`src/rtl/sudoku_entry_ctrl_if.sv`:
```
// Button, solver and board-RAM port bundle for the Sudoku entry sequencer.
// The slave side is the sequencer; the master side drives buttons/solver status.
interface sudoku_entry_ctrl_if #(
  parameter int CW = 4,
  parameter int VW = 4
);
  logic          Prev;
  logic          Next;
  logic          Enter;
  logic          Start;
  logic          Ack;
  logic [VW-1:0] InputValue;
  logic          Solver_Done;
  logic          Solver_Fail;
  logic          Solver_Start;
  logic          Grant_Solver;
  logic          Mem_Wr;
  logic [VW-1:0] Mem_WData;
  logic          Mem_WFixed;
  logic [CW-1:0] Row;
  logic [CW-1:0] Col;
  logic          Clear;
  logic          Edit;
  logic          Solving;
  logic          Disp;
  logic          Fail;

  modport master (
    output Prev, Next, Enter, Start, Ack, InputValue,
    output Solver_Done, Solver_Fail,
    input  Solver_Start, Grant_Solver,
    input  Mem_Wr, Mem_WData, Mem_WFixed,
    input  Row, Col,
    input  Clear, Edit, Solving, Disp, Fail
  );

  modport slave (
    input  Prev, Next, Enter, Start, Ack, InputValue,
    input  Solver_Done, Solver_Fail,
    output Solver_Start, Grant_Solver,
    output Mem_Wr, Mem_WData, Mem_WFixed,
    output Row, Col,
    output Clear, Edit, Solving, Disp, Fail
  );
endinterface

```
`src/rtl/sudoku_entry_ctrl.sv`:
```
// Sudoku board sequencer: RAM clear sweep, cursor entry UI,
// solver hand-off and result tracking; owns the board-RAM port select.
module sudoku_entry_ctrl #(
  parameter int N  = 9,
  parameter int CW = 4,
  parameter int VW = 4
) (
  input logic              Clk,
  input logic              Reset_n,
  sudoku_entry_ctrl_if.slave bus
);

  localparam logic [CW-1:0] LAST = CW'(N - 1);
  localparam logic [VW-1:0] VMAX = VW'(N);

  typedef enum logic [4:0] {
    S_CLEAR = 5'b00001,
    S_EDIT  = 5'b00010,
    S_SOLVE = 5'b00100,
    S_DISP  = 5'b01000,
    S_FAIL  = 5'b10000
  } state_t;

  state_t        state_q, state_d;
  logic [CW-1:0] row_q, row_d;
  logic [CW-1:0] col_q, col_d;
  logic          wr_q, wr_d;
  logic          fixed_q, fixed_d;
  logic          start_q, start_d;
  logic [VW-1:0] wdata_q, wdata_d;

  logic [CW-1:0] nx_row, nx_col;
  logic [CW-1:0] pv_row, pv_col;

  // row-major cursor neighbours with wrap at both ends of the board
  always_comb begin
    nx_row = row_q;
    nx_col = col_q + 1'b1;
    if (col_q == LAST) begin
      nx_col = '0;
      nx_row = (row_q == LAST) ? '0 : row_q + 1'b1;
    end
    pv_row = row_q;
    pv_col = col_q - 1'b1;
    if (col_q == '0) begin
      pv_col = LAST;
      pv_row = (row_q == '0) ? LAST : row_q - 1'b1;
    end
  end

  always_comb begin
    state_d = state_q;
    row_d   = row_q;
    col_d   = col_q;
    wr_d    = 1'b0;
    start_d = 1'b0;
    wdata_d = wdata_q;
    fixed_d = fixed_q;
    unique case (state_q)
      S_CLEAR: begin
        row_d = nx_row;
        col_d = nx_col;
        if (row_q == LAST && col_q == LAST)
          state_d = S_EDIT;
      end
      S_EDIT: begin
        if (bus.Start) begin
          start_d = 1'b1;
          state_d = S_SOLVE;
        end else if (bus.Enter) begin
          if (bus.InputValue <= VMAX) begin
            wr_d    = 1'b1;
            wdata_d = bus.InputValue;
            fixed_d = |bus.InputValue;
          end
        end else if (bus.Next) begin
          row_d = nx_row;
          col_d = nx_col;
        end else if (bus.Prev) begin
          row_d = pv_row;
          col_d = pv_col;
        end
      end
      S_SOLVE: begin
        if (bus.Solver_Fail)
          state_d = S_FAIL;
        else if (bus.Solver_Done)
          state_d = S_DISP;
      end
      S_DISP: begin
        if (bus.Ack) begin
          state_d = S_CLEAR;
          row_d   = '0;
          col_d   = '0;
        end else if (bus.Next) begin
          row_d = nx_row;
          col_d = nx_col;
        end else if (bus.Prev) begin
          row_d = pv_row;
          col_d = pv_col;
        end
      end
      S_FAIL: begin
        if (bus.Ack)
          state_d = S_EDIT;
      end
      default: begin
        state_d = S_CLEAR;
        row_d   = '0;
        col_d   = '0;
      end
    endcase
  end

  always_ff @(posedge Clk) begin
    if (!Reset_n) begin
      state_q <= S_CLEAR;
      row_q   <= '0;
      col_q   <= '0;
      wr_q    <= 1'b0;
      start_q <= 1'b0;
      wdata_q <= '0;
      fixed_q <= 1'b0;
    end else begin
      state_q <= state_d;
      row_q   <= row_d;
      col_q   <= col_d;
      wr_q    <= wr_d;
      start_q <= start_d;
      wdata_q <= wdata_d;
      fixed_q <= fixed_d;
    end
  end

  // an entry write only ever lands in EDIT, so it cannot meet the grant
  assign bus.Mem_Wr       = (state_q == S_CLEAR) | wr_q;
  assign bus.Mem_WData    = wr_q ? wdata_q : '0;
  assign bus.Mem_WFixed   = wr_q & fixed_q;
  assign bus.Solver_Start = start_q;
  assign bus.Grant_Solver = (state_q == S_SOLVE);
  assign bus.Row          = row_q;
  assign bus.Col          = col_q;
  assign bus.Clear        = (state_q == S_CLEAR);
  assign bus.Edit         = (state_q == S_EDIT);
  assign bus.Solving      = (state_q == S_SOLVE);
  assign bus.Disp         = (state_q == S_DISP);
  assign bus.Fail         = (state_q == S_FAIL);

endmodule

```
`src/flat_wrapper.sv`:
```
// flat-port wrapper written by rule: the top's interface ports become plain ports
module sudoku_entry_ctrl_flat 
#(
  parameter int N  = 9,
  parameter int CW = 4,
  parameter int VW = 4
)
  (Clk, Reset_n, bus_Prev, bus_Next, bus_Enter, bus_Start, bus_Ack, bus_InputValue, bus_Solver_Done, bus_Solver_Fail, bus_Solver_Start, bus_Grant_Solver, bus_Mem_Wr, bus_Mem_WData, bus_Mem_WFixed, bus_Row, bus_Col, bus_Clear, bus_Edit, bus_Solving, bus_Disp, bus_Fail);
  sudoku_entry_ctrl_if #(.CW(CW), .VW(VW)) bus_i ();
  input logic Clk;
  input logic Reset_n;
  input wire logic [$bits(bus_i.Prev)-1:0] bus_Prev;
  input wire logic [$bits(bus_i.Next)-1:0] bus_Next;
  input wire logic [$bits(bus_i.Enter)-1:0] bus_Enter;
  input wire logic [$bits(bus_i.Start)-1:0] bus_Start;
  input wire logic [$bits(bus_i.Ack)-1:0] bus_Ack;
  input wire logic [$bits(bus_i.InputValue)-1:0] bus_InputValue;
  input wire logic [$bits(bus_i.Solver_Done)-1:0] bus_Solver_Done;
  input wire logic [$bits(bus_i.Solver_Fail)-1:0] bus_Solver_Fail;
  output wire logic [$bits(bus_i.Solver_Start)-1:0] bus_Solver_Start;
  output wire logic [$bits(bus_i.Grant_Solver)-1:0] bus_Grant_Solver;
  output wire logic [$bits(bus_i.Mem_Wr)-1:0] bus_Mem_Wr;
  output wire logic [$bits(bus_i.Mem_WData)-1:0] bus_Mem_WData;
  output wire logic [$bits(bus_i.Mem_WFixed)-1:0] bus_Mem_WFixed;
  output wire logic [$bits(bus_i.Row)-1:0] bus_Row;
  output wire logic [$bits(bus_i.Col)-1:0] bus_Col;
  output wire logic [$bits(bus_i.Clear)-1:0] bus_Clear;
  output wire logic [$bits(bus_i.Edit)-1:0] bus_Edit;
  output wire logic [$bits(bus_i.Solving)-1:0] bus_Solving;
  output wire logic [$bits(bus_i.Disp)-1:0] bus_Disp;
  output wire logic [$bits(bus_i.Fail)-1:0] bus_Fail;
  assign bus_i.Prev = bus_Prev;
  assign bus_i.Next = bus_Next;
  assign bus_i.Enter = bus_Enter;
  assign bus_i.Start = bus_Start;
  assign bus_i.Ack = bus_Ack;
  assign bus_i.InputValue = bus_InputValue;
  assign bus_i.Solver_Done = bus_Solver_Done;
  assign bus_i.Solver_Fail = bus_Solver_Fail;
  assign bus_Solver_Start = bus_i.Solver_Start;
  assign bus_Grant_Solver = bus_i.Grant_Solver;
  assign bus_Mem_Wr = bus_i.Mem_Wr;
  assign bus_Mem_WData = bus_i.Mem_WData;
  assign bus_Mem_WFixed = bus_i.Mem_WFixed;
  assign bus_Row = bus_i.Row;
  assign bus_Col = bus_i.Col;
  assign bus_Clear = bus_i.Clear;
  assign bus_Edit = bus_i.Edit;
  assign bus_Solving = bus_i.Solving;
  assign bus_Disp = bus_i.Disp;
  assign bus_Fail = bus_i.Fail;
  sudoku_entry_ctrl #(.N(N), .CW(CW), .VW(VW)) u_core (.Clk(Clk), .Reset_n(Reset_n), .bus(bus_i));
endmodule
```
`config.mk`:
```
export PLATFORM = sky130hd
export DESIGN_NAME = sudoku_entry_ctrl_flat
export DESIGN_NICKNAME = d
export VERILOG_FILES = /design/src/rtl/sudoku_entry_ctrl_if.sv /design/src/rtl/sudoku_entry_ctrl.sv /design/src/flat_wrapper.sv
export SDC_FILE = /design/constraint.sdc
export NUM_CORES = 1
export LEC_CHECK = 0
export CAP_MARGIN = 20
export CORE_MARGIN = 4
export CORE_UTILIZATION = 50
export DETAILED_ROUTE_END_ITERATION = 10
export HOLD_SLACK_MARGIN = 0.03
export PLACE_DENSITY_LB_ADDON = 0.12
export SETUP_SLACK_MARGIN = 0.2
export SYNTH_ARGS = -nofsm -noshare
export SYNTH_HDL_FRONTEND = slang
export SYNTH_SLANG_ARGS = --single-unit
```
`constraint.sdc`:
```
create_clock -name Clk -period 2.42 [get_ports Clk]
set_input_delay 0.605 -clock Clk [delete_from_list [all_inputs] [get_ports Clk]]
set_output_delay 0.605 -clock Clk [all_outputs]
set_load 0.02 [all_outputs]
```
==> results of run 1 <==
-- state kept, by name, indices dropped and copies added (netlist names) --
| register | cells |
|---|---|
| u_core.bus.Col | 4 |
| u_core.state_q | 5 |
| u_core.bus.Row | 4 |
| u_core.bus.Solver_Start | 1 |
| u_core.wdata_q | 4 |
| u_core.wr_q | 1 |
| u_core.fixed_q | 1 |
-- power by group --
group          total (mW)  switching (mW)  internal, mW
Combinational       0.931           0.528         0.403
Clock               0.155          0.0971        0.0579
Sequential          0.420          0.0517         0.369
Total                1.51           0.677         0.830
-- cell families (layout without fill, tap and decap cells) --
| kind of cell | after synthesis | in the layout | synth area share |
|---|---|---|---|
| compound gates | 58 | 58 | 0.2538 |
| xor+xnor | 8 | 8 | 0.04427 |
| mux | 2 | 2 | 0.01265 |
| flops | 20 | 20 | 0.2530 |
| buf+inv | 25 | 64 | 0.07510 |
| fa+ha+maj | 4 | 4 | 0.03162 |
| simple gates | 90 | 90 | 0.3296 |
-- stage by stage --
step | cells | area [um^2]
final | 290 | 2034
after global routing | 290 | 2034
after CTS | 290 | 2031
after detailed placement | 287 | 2018
after global placement | 287 | 2018
after floorplan | 207 | 1583
-- metal layers --
metal | part of all wire | GRT usage | up-vias
li1 | - | - | 832
met1 | 0.48 | 0.2722 | 769
met2 | 0.45 | 0.3157 | 49
met3 | 0.055 | 0.03866 | 10
met4 | 0.018 | 0.08443 | 0
met5 | 0 | 0 | -
-- final cells by class --
class,instances,area (um^2)
clock buffer,3,22.52
multi-input combinational,162,1081
inverter,11,41.29
sequential,20,406.6
timing repair buffer,50,427.9
tap,44,55.05
fill,279,1018
-- timing repair --
action | CTS | global route
gates resized for setup | 26 | 14
pin swaps | 0 | 2
endpoints found under the setup margin | 7 | 9
buffers inserted | 0 | 0
hold endpoints to repair | 0 | 0
-- layout by cell type (no fill, tap or decap), types with 3 or more instances in the layout --
cell | netlist | routed
nand3_1 | 5 | 5
buf_4 | 1 | 19
nor4_1 | 5 | 5
nor2_1 | 16 | 14
a22oi_1 | 3 | 3
and2_1 | 7 | 7
nor3b_1 | 4 | 3
or3_1 | 4 | 3
a21oi_1 | 10 | 10
ha_1 | 4 | 4
dfxtp_2 | 0 | 5
nand2b_1 | 4 | 4
a21o_1 | 3 | 3
nor3_1 | 7 | 7
clkbuf_4 | 0 | 3
xnor2_1 | 7 | 7
inv_1 | 10 | 10
dfxtp_1 | 20 | 15
nand2_1 | 18 | 18
nor2_2 | 1 | 3
a211oi_1 | 3 | 3
buf_2 | 5 | 3
clkdlybuf4s50_1 | 0 | 26
o21ai_1 | 7 | 7
o21ai_0 | 11 | 11
a31oi_1 | 3 | 3
-- worst max-delay path: cells and delay by family (launching register included) --
| family | cells | cell delay (ns) |
|---|---|---|
| flops | 1 | 0.35 |
| simple gates | 2 | 0.72 |
| buf+inv | 1 | 0.18 |
-- final timing paths --
check | end | cells after the start
min | u_core.wdata_q[2] | 2
min reg2reg | u_core.wdata_q[2] | 2
max reg2reg | u_core.state_q[2] | 7
max | bus_Solving | 3
==> impl_metrics.csv, run 1 <==
group,metric,value,unit
clock_tree,numCtsBuffers,3,
job,maxCapViolCount,0,
global_routing,grt_antenna_before_repair,0,
logic_synthesis,synth_area_leaders,"dfxtp_1 (25%), nand2_1 (4.3%), xnor2_1 (3.9%), nor2_1 (3.8%), o21ai_0 (3.5%)",
placement,place_congestion,0.9069,
global_routing,grt_pass1_vias,1555,
global_routing,overflow,0,
logic_synthesis,ys_async_sr_fraction,0,
critical_path,crit_chain,"or4_1 > nor2_2 > buf_2",
drt,dr_total_vias,1660,
logic_synthesis,synth_cells,207,
drt,viasPerCell,5.724,
logic_synthesis,synth_top_area_share,0.2530,
timing,whs,0.4767,ns
outcome,status,"finished, final reports clean",
critical_path,max_stage_delay,0.57,ns
logic_synthesis,synth-edff-count,0,
clock_tree,clockBufferDepth,2,
clock_tree,clk_latency,0.29,ns
global_routing,grt_max_degree,16,
clock_tree,clockRootBuffer,"clkbuf_4",
critical_path,crit_type,"reg2out",
timing,final.setup_skew,0.001709,ns
timing,relSlewSlack,0.7000,
logic_synthesis,synth_common_cells,"dfxtp_1 (20), nand2_1 (18), nor2_1 (16)",
timing,period_needed,2.149,ns
timing,finalMaxSlewViolations,0,
clock_tree,cts_tree,"done",
critical_path,worstSetupStartpointType,"flip-flop",
cells_and_area,final_util,0.6664,
die,core_area,3053,um^2
placement,io_buffers,33,
timing,fmax,465.4,MHz
logic_synthesis,ys_types,59,
drt,drc,0,
timing,finalCritPeriodShare,0.8878,
die,die_area,4130,um^2
die,num_io_pins,34,
logic_synthesis,synth_seq_cells,20,
critical_path,critPathMaxFanout,4,
clock_tree,clock_sinks,20,
cells_and_area,drive_above_1_share,0.1870,
drt,ant_nets,0,
timing,rsz0062_at_grt,"false",
die,die_height,64.27,um
die,start_util,0.5184,
pwr,power.leakage,0.7477,nW
critical_path,crit_arrival,1.54,ns
critical_path,r2r_setup_slack,0.37,ns
die,die_w,64.27,um
cells_and_area,nNetsFinal,265,
logic_synthesis,ys_warn_count,0,
drt,drtPass1Iterations,4,
placement,hpwl,3112,um
pwr,powerDensity,740.5,nW/um^2
placement,pre_cts_ws,0.06896,ns
clock_tree,path_clk_slew,0.11,ns
pwr,total_power,1.507,mW
clock_tree,htree_levels,1,
critical_path,startpoint,"u_core.state_q[3]",
critical_path,r2r_start,"u_core.bus.Col[0]",
logic_synthesis,synth_top_area_cell,"dfxtp_1",
cells_and_area,synthToLayoutAreaGrowth,28.54,%
logic_synthesis,syn-mean-instance-area,7.646,um^2
logic_synthesis,synthMostInstantiatedCell,"dfxtp_1",
critical_path,cp.required,1.81,ns
timing,setup_viol,0,
global_routing,track_usage,0.2026,
timing,setup_slack,0.2714,ns
timing,finalHoldViolCount,0,
clock_tree,hold_buffers,0,
drt,drt_iter0_drc,113,
logic_synthesis,synth_seq_area_share,0.2530,
timing,setup_tns,0,ns
logic_synthesis,synthFlopType,"dfxtp_1",
worst_hold_path,min-delay-start,"u_core.wdata_q[2]",
cells_and_area,antenna_cells,0,
critical_path,end_kind,"output pin",
drt,totalWireLength,4113,um
worst_hold_path,min_path_type,"reg2reg",
global_routing,grt_pass1_wl,6831,um
drt,wl_per_cell,14.18,um
logic_synthesis,syn_nets,224,
pwr,vdd_drop_max,616.3,uV
logic_synthesis,netlist_area,1583,um^2
timing,tightest_slew,0.4485,ns
die,rows,20,
critical_path,crit_slowest_cell,"or4_1",
Power figures use the tool's default switching activity.
==> run 2: changes to the inputs <==
--- a/config.mk
+++ b/config.mk
@@ -7,7 +7,7 @@
 export LEC_CHECK = 0
 export CAP_MARGIN = 20
 export CORE_MARGIN = 4
-export CORE_UTILIZATION = 50
+export CORE_UTILIZATION = 51
 export DETAILED_ROUTE_END_ITERATION = 10
 export HOLD_SLACK_MARGIN = 0.03
 export PLACE_DENSITY_LB_ADDON = 0.12
==> impl_metrics.csv, run 2 (same netlist as run 1, synthesis figures left out) <==
group,metric,value,unit
drt,drc,0,
global_routing,grt_max_degree,16,
drt,dr_total_vias,1695,
timing,whs,0.4867,ns
timing,final.setup_skew,0.01213,ns
global_routing,grt_pass1_wl,7327,um
timing,tightest_slew,0.4392,ns
pwr,powerDensity,806.0,nW/um^2
global_routing,grt_pass1_vias,1620,
drt,top_layer,"met4",
cells_and_area,nNetsFinal,266,
pwr,power.leakage,0.7676,nW
timing,rsz0062_at_grt,"true",
global_routing,overflow,0,
cells_and_area,final_common_cell,"clkdlybuf4s50_1",
die,rows,19,
clock_tree,hold_buffers,0,
drt,drtPass1Iterations,4,
timing,relSlewSlack,0.7063,
placement,io_buffers,33,
cells_and_area,synthToLayoutAreaGrowth,31.15,%
worst_hold_path,whs_path_depth,2,
critical_path,cp.required,1.81,ns
critical_path,end_kind,"output pin",
drt,ant_nets,0,
timing,finalMaxSlewViolations,0,
drt,wl_per_cell,15.68,um
pwr,total_power,1.673,mW
clock_tree,clk_latency,0.33,ns
timing,fmax,460.3,MHz
critical_path,critPathMaxFanout,5,
die,start_util,0.5548,
critical_path,startpoint,"u_core.state_q[0]",
worst_hold_path,min_to,"u_core.wdata_q[2]",
timing,finalCritPeriodShare,0.8978,
cells_and_area,drive_above_1_share,0.1976,
clock_tree,clock_sinks,20,
drt,viasPerCell,6.075,
die,die_height,63.71,um
global_routing,grt_antenna_before_repair,0,
critical_path,crit_type,"reg2out",
drt,wl_met2,2074,um
die,die_w,63.71,um
timing,setup_tns,0,ns
placement,hpwl,3259,um
drt,met1_length,1884,um
outcome,status,"finished, final reports clean",
clock_tree,clockRootBuffer,"clkbuf_4",
placement,place_congestion,0.9097,
clock_tree,cts_tree,"done",
timing,setup_viol,0,
job,maxCapViolCount,0,
critical_path,worstSetupStartpointType,"flip-flop",
global_routing,track_usage,0.2200,
cells_and_area,largest_reg_flops,5,
timing,period_needed,2.173,ns
clock_tree,path_clk_slew,0.13,ns
cells_and_area,final_cell_mix,"clkdlybuf4s50_1 (26), buf_4 (23), nand2_1 (18)",
cells_and_area,antenna_cells,0,
drt,drt_iter0_drc,116,
drt,wl_met3,285,um
clock_tree,numCtsBuffers,3,
clock_tree,clockBufferDepth,2,
die,die_area,4059,um^2
worst_hold_path,min_path_type,"reg2reg",
worst_hold_path,min-delay-start,"u_core.wdata_q[2]",
critical_path,r2r_start,"u_core.bus.Col[0]",
critical_path,r2r_setup_slack,0.38,ns
timing,finalHoldViolCount,0,
critical_path,r2r-end,"u_core.state_q[2]",
die,num_io_pins,34,
pwr,vdd_drop_max,530.6,uV
drt,totalWireLength,4375,um
clock_tree,post_cts_buffers,0,
die,core_area,2853,um^2
critical_path,crit_arrival,1.57,ns
critical_path,rr_worst_depth,7,
cells_and_area,regMostFlops,"u_core.state_q",
clock_tree,htree_levels,1,
## run 2: final cells by class
class	count	area, um^2
multi-input combinational	162	1095
fill	233	777.0
timing repair buffer	51	442.9
sequential	20	405.4
inverter	11	41.29
tap	31	38.79
clock inverter	1	30.03
clock buffer	3	22.52
## run 2: report_power, final
| part | switching [mW] | leakage (nW) | internal [mW] | total (mW) |
|---|---|---|---|---|
| clock network | 0.116 | 0.0279 | 0.168 | 0.284 |
| logic | 0.545 | 0.576 | 0.430 | 0.976 |
| registers | 0.0467 | 0.164 | 0.367 | 0.413 |
## run 2: through the flow
step | utilization | worst slack (ns) | cells | area (um^2)
3_3_place_gp | 0.7044 | 0.08791 | 275 | 2009
3_5_place_dp | 0.7044 | 0.05649 | 275 | 2009
2_1_floorplan | - | 0.2623 | 207 | 1583
4_1_cts | 0.7206 | 0.1469 | 279 | 2056
5_1_grt | 0.7276 | 0.1591 | 279 | 2076
6_report | 0.7276 | 0.2473 | 279 | 2076
## run 2: per-layer routing
layer  global-route usage  vias to the layer above
li1                     -                      836
met1               0.2690                      783
met2               0.3729                       63
met3              0.04796                       13
met4              0.08895                        0
met5                    0                        -
## run 2: how the worst max path moves through the flow
stage	slack, ns	cells past startpoint	endpoint
after floorplan	0.26	4	bus_Solving
after global placement	0.09	4	bus_Clear
after detailed placement	0.06	3	bus_Fail
after CTS	0.15	3	bus_Fail
after global routing	0.16	3	bus_Fail
final	0.25	3	bus_Fail
## run 2: critical path, cell delays in order (launching register included)
cell and delay [ns]:
dfxtp_1 0.36, or3_1 0.44, nor3b_2 0.24, buf_2 0.21
## run 2: what timing repair did
item | CTS | global route
resized for setup | 35 | 12
pin swaps | 0 | 2
endpoints found under the setup margin | 9 | 8
==> run 3: changes to the inputs <==
--- a/config.mk
+++ b/config.mk
@@ -5,7 +5,6 @@
 export SDC_FILE = /design/constraint.sdc
 export NUM_CORES = 1
 export LEC_CHECK = 0
-export CAP_MARGIN = 20
 export CORE_MARGIN = 4
 export CORE_UTILIZATION = 51
 export DETAILED_ROUTE_END_ITERATION = 10
==> constraint.sdc (replaced) <==
create_clock -name Clk -period 2.15 [get_ports Clk]
set_input_delay 0.5375 -clock Clk [delete_from_list [all_inputs] [get_ports Clk]]
set_output_delay 0.5375 -clock Clk [all_outputs]
set_load 0.02 [all_outputs]
==> impl_metrics.csv, run 3 (same netlist as run 1, synthesis figures left out) <==
group,metric,value,unit
global_routing,grt_max_degree,16,
critical_path,crit_arrival,1.51,ns
worst_hold_path,min_path_type,"reg2reg",
timing,finalHoldViolCount,0,
drt,drt_iter0_drc,197,
cells_and_area,synthToLayoutAreaGrowth,39.68,%
timing,fmax,487.4,MHz
die,rows,19,
pwr,powerDensity,955.2,nW/um^2
die,die_w,63.71,um
job,maxCapViolCount,0,
drt,ant_nets,0,
pwr,power_frac_clock,0.154,
placement,place_congestion,0.8957,
cells_and_area,antenna_cells,0,
timing,period_needed,2.052,ns
placement,io_buffers,33,
die,start_util,0.5548,
clock_tree,hold_buffers,0,
timing,finalCritPeriodShare,0.9542,
global_routing,grt_pass1_vias,1726,
global_routing,met3_usage,0.04440,
cells_and_area,largest_reg_flops,5,
timing,final.setup_skew,0.001401,ns
placement,postPlaceCellArea,2086,um^2
pwr,power_switching_share,0.4195,
pwr,comb_power_share,0.623,
critical_path,worstSetupStartpointType,"flip-flop",
pwr,total_power,2.112,mW
timing,finalMaxSlewViolations,0,
cells_and_area,drive_above_1_share,0.2615,
global_routing,grt_pass1_wl,7872,um
pwr,p_sw,0.8858,mW
global_routing,grt_antenna_before_repair,0,
critical_path,crit_slowest_cell,"or3_4",
global_routing,overflow,0,
drt,totalWireLength,4722,um
critical_path,critPathMaxFanout,3,
die,num_io_pins,34,
timing,tightest_slew,0.4778,ns
timing,setup_viol,0,
drt,drtPass1Iterations,4,
die,die_height,63.71,um
critical_path,max_stage_delay,0.39,ns
placement,hpwl,3331,um
clock_tree,cts_tree,"done",
critical_path,crit_chain,"or3_4 > or2_4 > nand2b_4 > buf_6",
cells_and_area,nNetsFinal,278,
outcome,status,"finished, final reports clean",
global_routing,globalRouteMet1Util,0.3001,
timing,rsz0062_at_grt,"true",
global_routing,globalRoute.busiestLayer,"met2",
timing,relSlewSlack,0.6790,
drt,wl_per_cell,16.23,um
drt,drc,0,
clock_tree,path_clk_slew,0.13,ns
critical_path,cp.required,1.61,ns
pwr,power.share.sequential,0.224,
die,core_area,2853,um^2
critical_path,crit_type,"reg2out",
pwr,power.leakage,0.9057,nW
drt,dr_total_vias,1770,
global_routing,track_usage,0.2395,
cells_and_area,final_common_cell,"buf_4",
clock_tree,numCtsBuffers,3,
global_routing,grt_use_met2,0.4081,
cells_and_area,finalInstanceArea,2211,um^2
clock_tree,clockBufferDepth,2,
drt,viasPerCell,6.082,
pwr,internal-power,1.226,mW
clock_tree,clk_latency,0.32,ns
cells_and_area,n_fill_cell,205,
die,die_area,4059,um^2
clock_tree,htree_levels,1,
cells_and_area,regMostFlops,"u_core.state_q",
cells_and_area,final_cell_mix,"buf_4 (32), nand2_1 (18), nor2_1 (14), clkdlybuf4s50_1 (14), dfxtp_1 (13)",
pwr,vdd_drop_max,486.6,uV
critical_path,end_kind,"output pin",
clock_tree,clock_sinks,20,
clock_tree,clockRootBuffer,"clkbuf_4",
run 3: cell types whose count changed in the layout (fill, tap and decap cells not counted), moves of 2 or more:
cell,previous run,this run
clkdlybuf4s50_1,26,14
dlygate4sd2_1,0,11
buf_4,23,32
buf_6,0,5
dfxtp_1,16,13
dfxtp_2,4,7
buf_2,2,0
run 3: stage by stage:
| step | setup slack, ns | cells | utilization | TNS, ns | hold WS, ns |
|---|---|---|---|---|---|
| final | 0.09838 | 291 | 0.7750 | 0 | 0.4798 |
| after global routing | 0.04601 | 291 | 0.7750 | 0 | 0.5263 |
| after CTS | 0.1091 | 288 | 0.7601 | 0 | 0.4848 |
| after detailed placement | -0.06207 | 283 | 0.7311 | -0.1650 | 0.4662 |
| after global placement | -0.04623 | 283 | 0.7311 | -0.1163 | 0.4538 |
| after floorplan | 0.1919 | 207 | - | 0 | 0.4405 |
run 3: worst max-delay path, delay by kind of cell (launching register included):
family	cells	cell delay (ns)
buf+inv	1	0.11
flops	1	0.36
simple gates	3	0.73
run 3: final timing paths:
kind | from | end | slack (ns) | cells past startpoint
setup / recovery | u_core.state_q[2] | bus_Mem_Wr | 0.1 | 4
hold / removal | u_core.wdata_q[1] | u_core.wdata_q[1] | 0.48 | 2
setup reg to reg | u_core.state_q[2] | u_core.bus.Col[3] | 0.25 | 6
hold reg to reg | u_core.wdata_q[1] | u_core.wdata_q[1] | 0.48 | 2
run 3: cell type report:
class | count | area [um^2] | share of cell area
multi-input cells | 162 | 1121 | 0.5071
repair buffers | 63 | 545.5 | 0.2467
flip-flops and latches | 20 | 409.1 | 0.1851
inverters | 11 | 43.79 | 0.01981
well taps | 31 | 38.79 | 0.01754
clock inverters | 1 | 30.03 | 0.01358
clock buffers | 3 | 22.52 | 0.01019
run 3: power by group through the flow:
stage | Combinational [mW] | Clock, mW | Sequential (mW)
after floorplan | 0.685 | 0 | 0.476
after global placement | 1.13 | 0 | 0.464
after global routing | 1.42 | 0.350 | 0.481
after detailed placement | 1.17 | 0 | 0.466
final | 1.32 | 0.324 | 0.472
after CTS | 1.25 | 0.327 | 0.463
run 3: routing by layer:
| metal | wire [um] | part of all wire |
|---|---|---|
| met4 | 85 | 0.018 |
| met5 | 0 | 0 |
| met1 | 1988 | 0.42 |
| met3 | 353 | 0.075 |
| met2 | 2294 | 0.49 |
run 3: what timing repair did:
| action | CTS | global route |
|---|---|---|
| pin swaps | 5 | 3 |
| resized for setup | 64 | 6 |
| endpoints found under the setup margin | 18 | 14 |
| setup buffers | 1 | 3 |
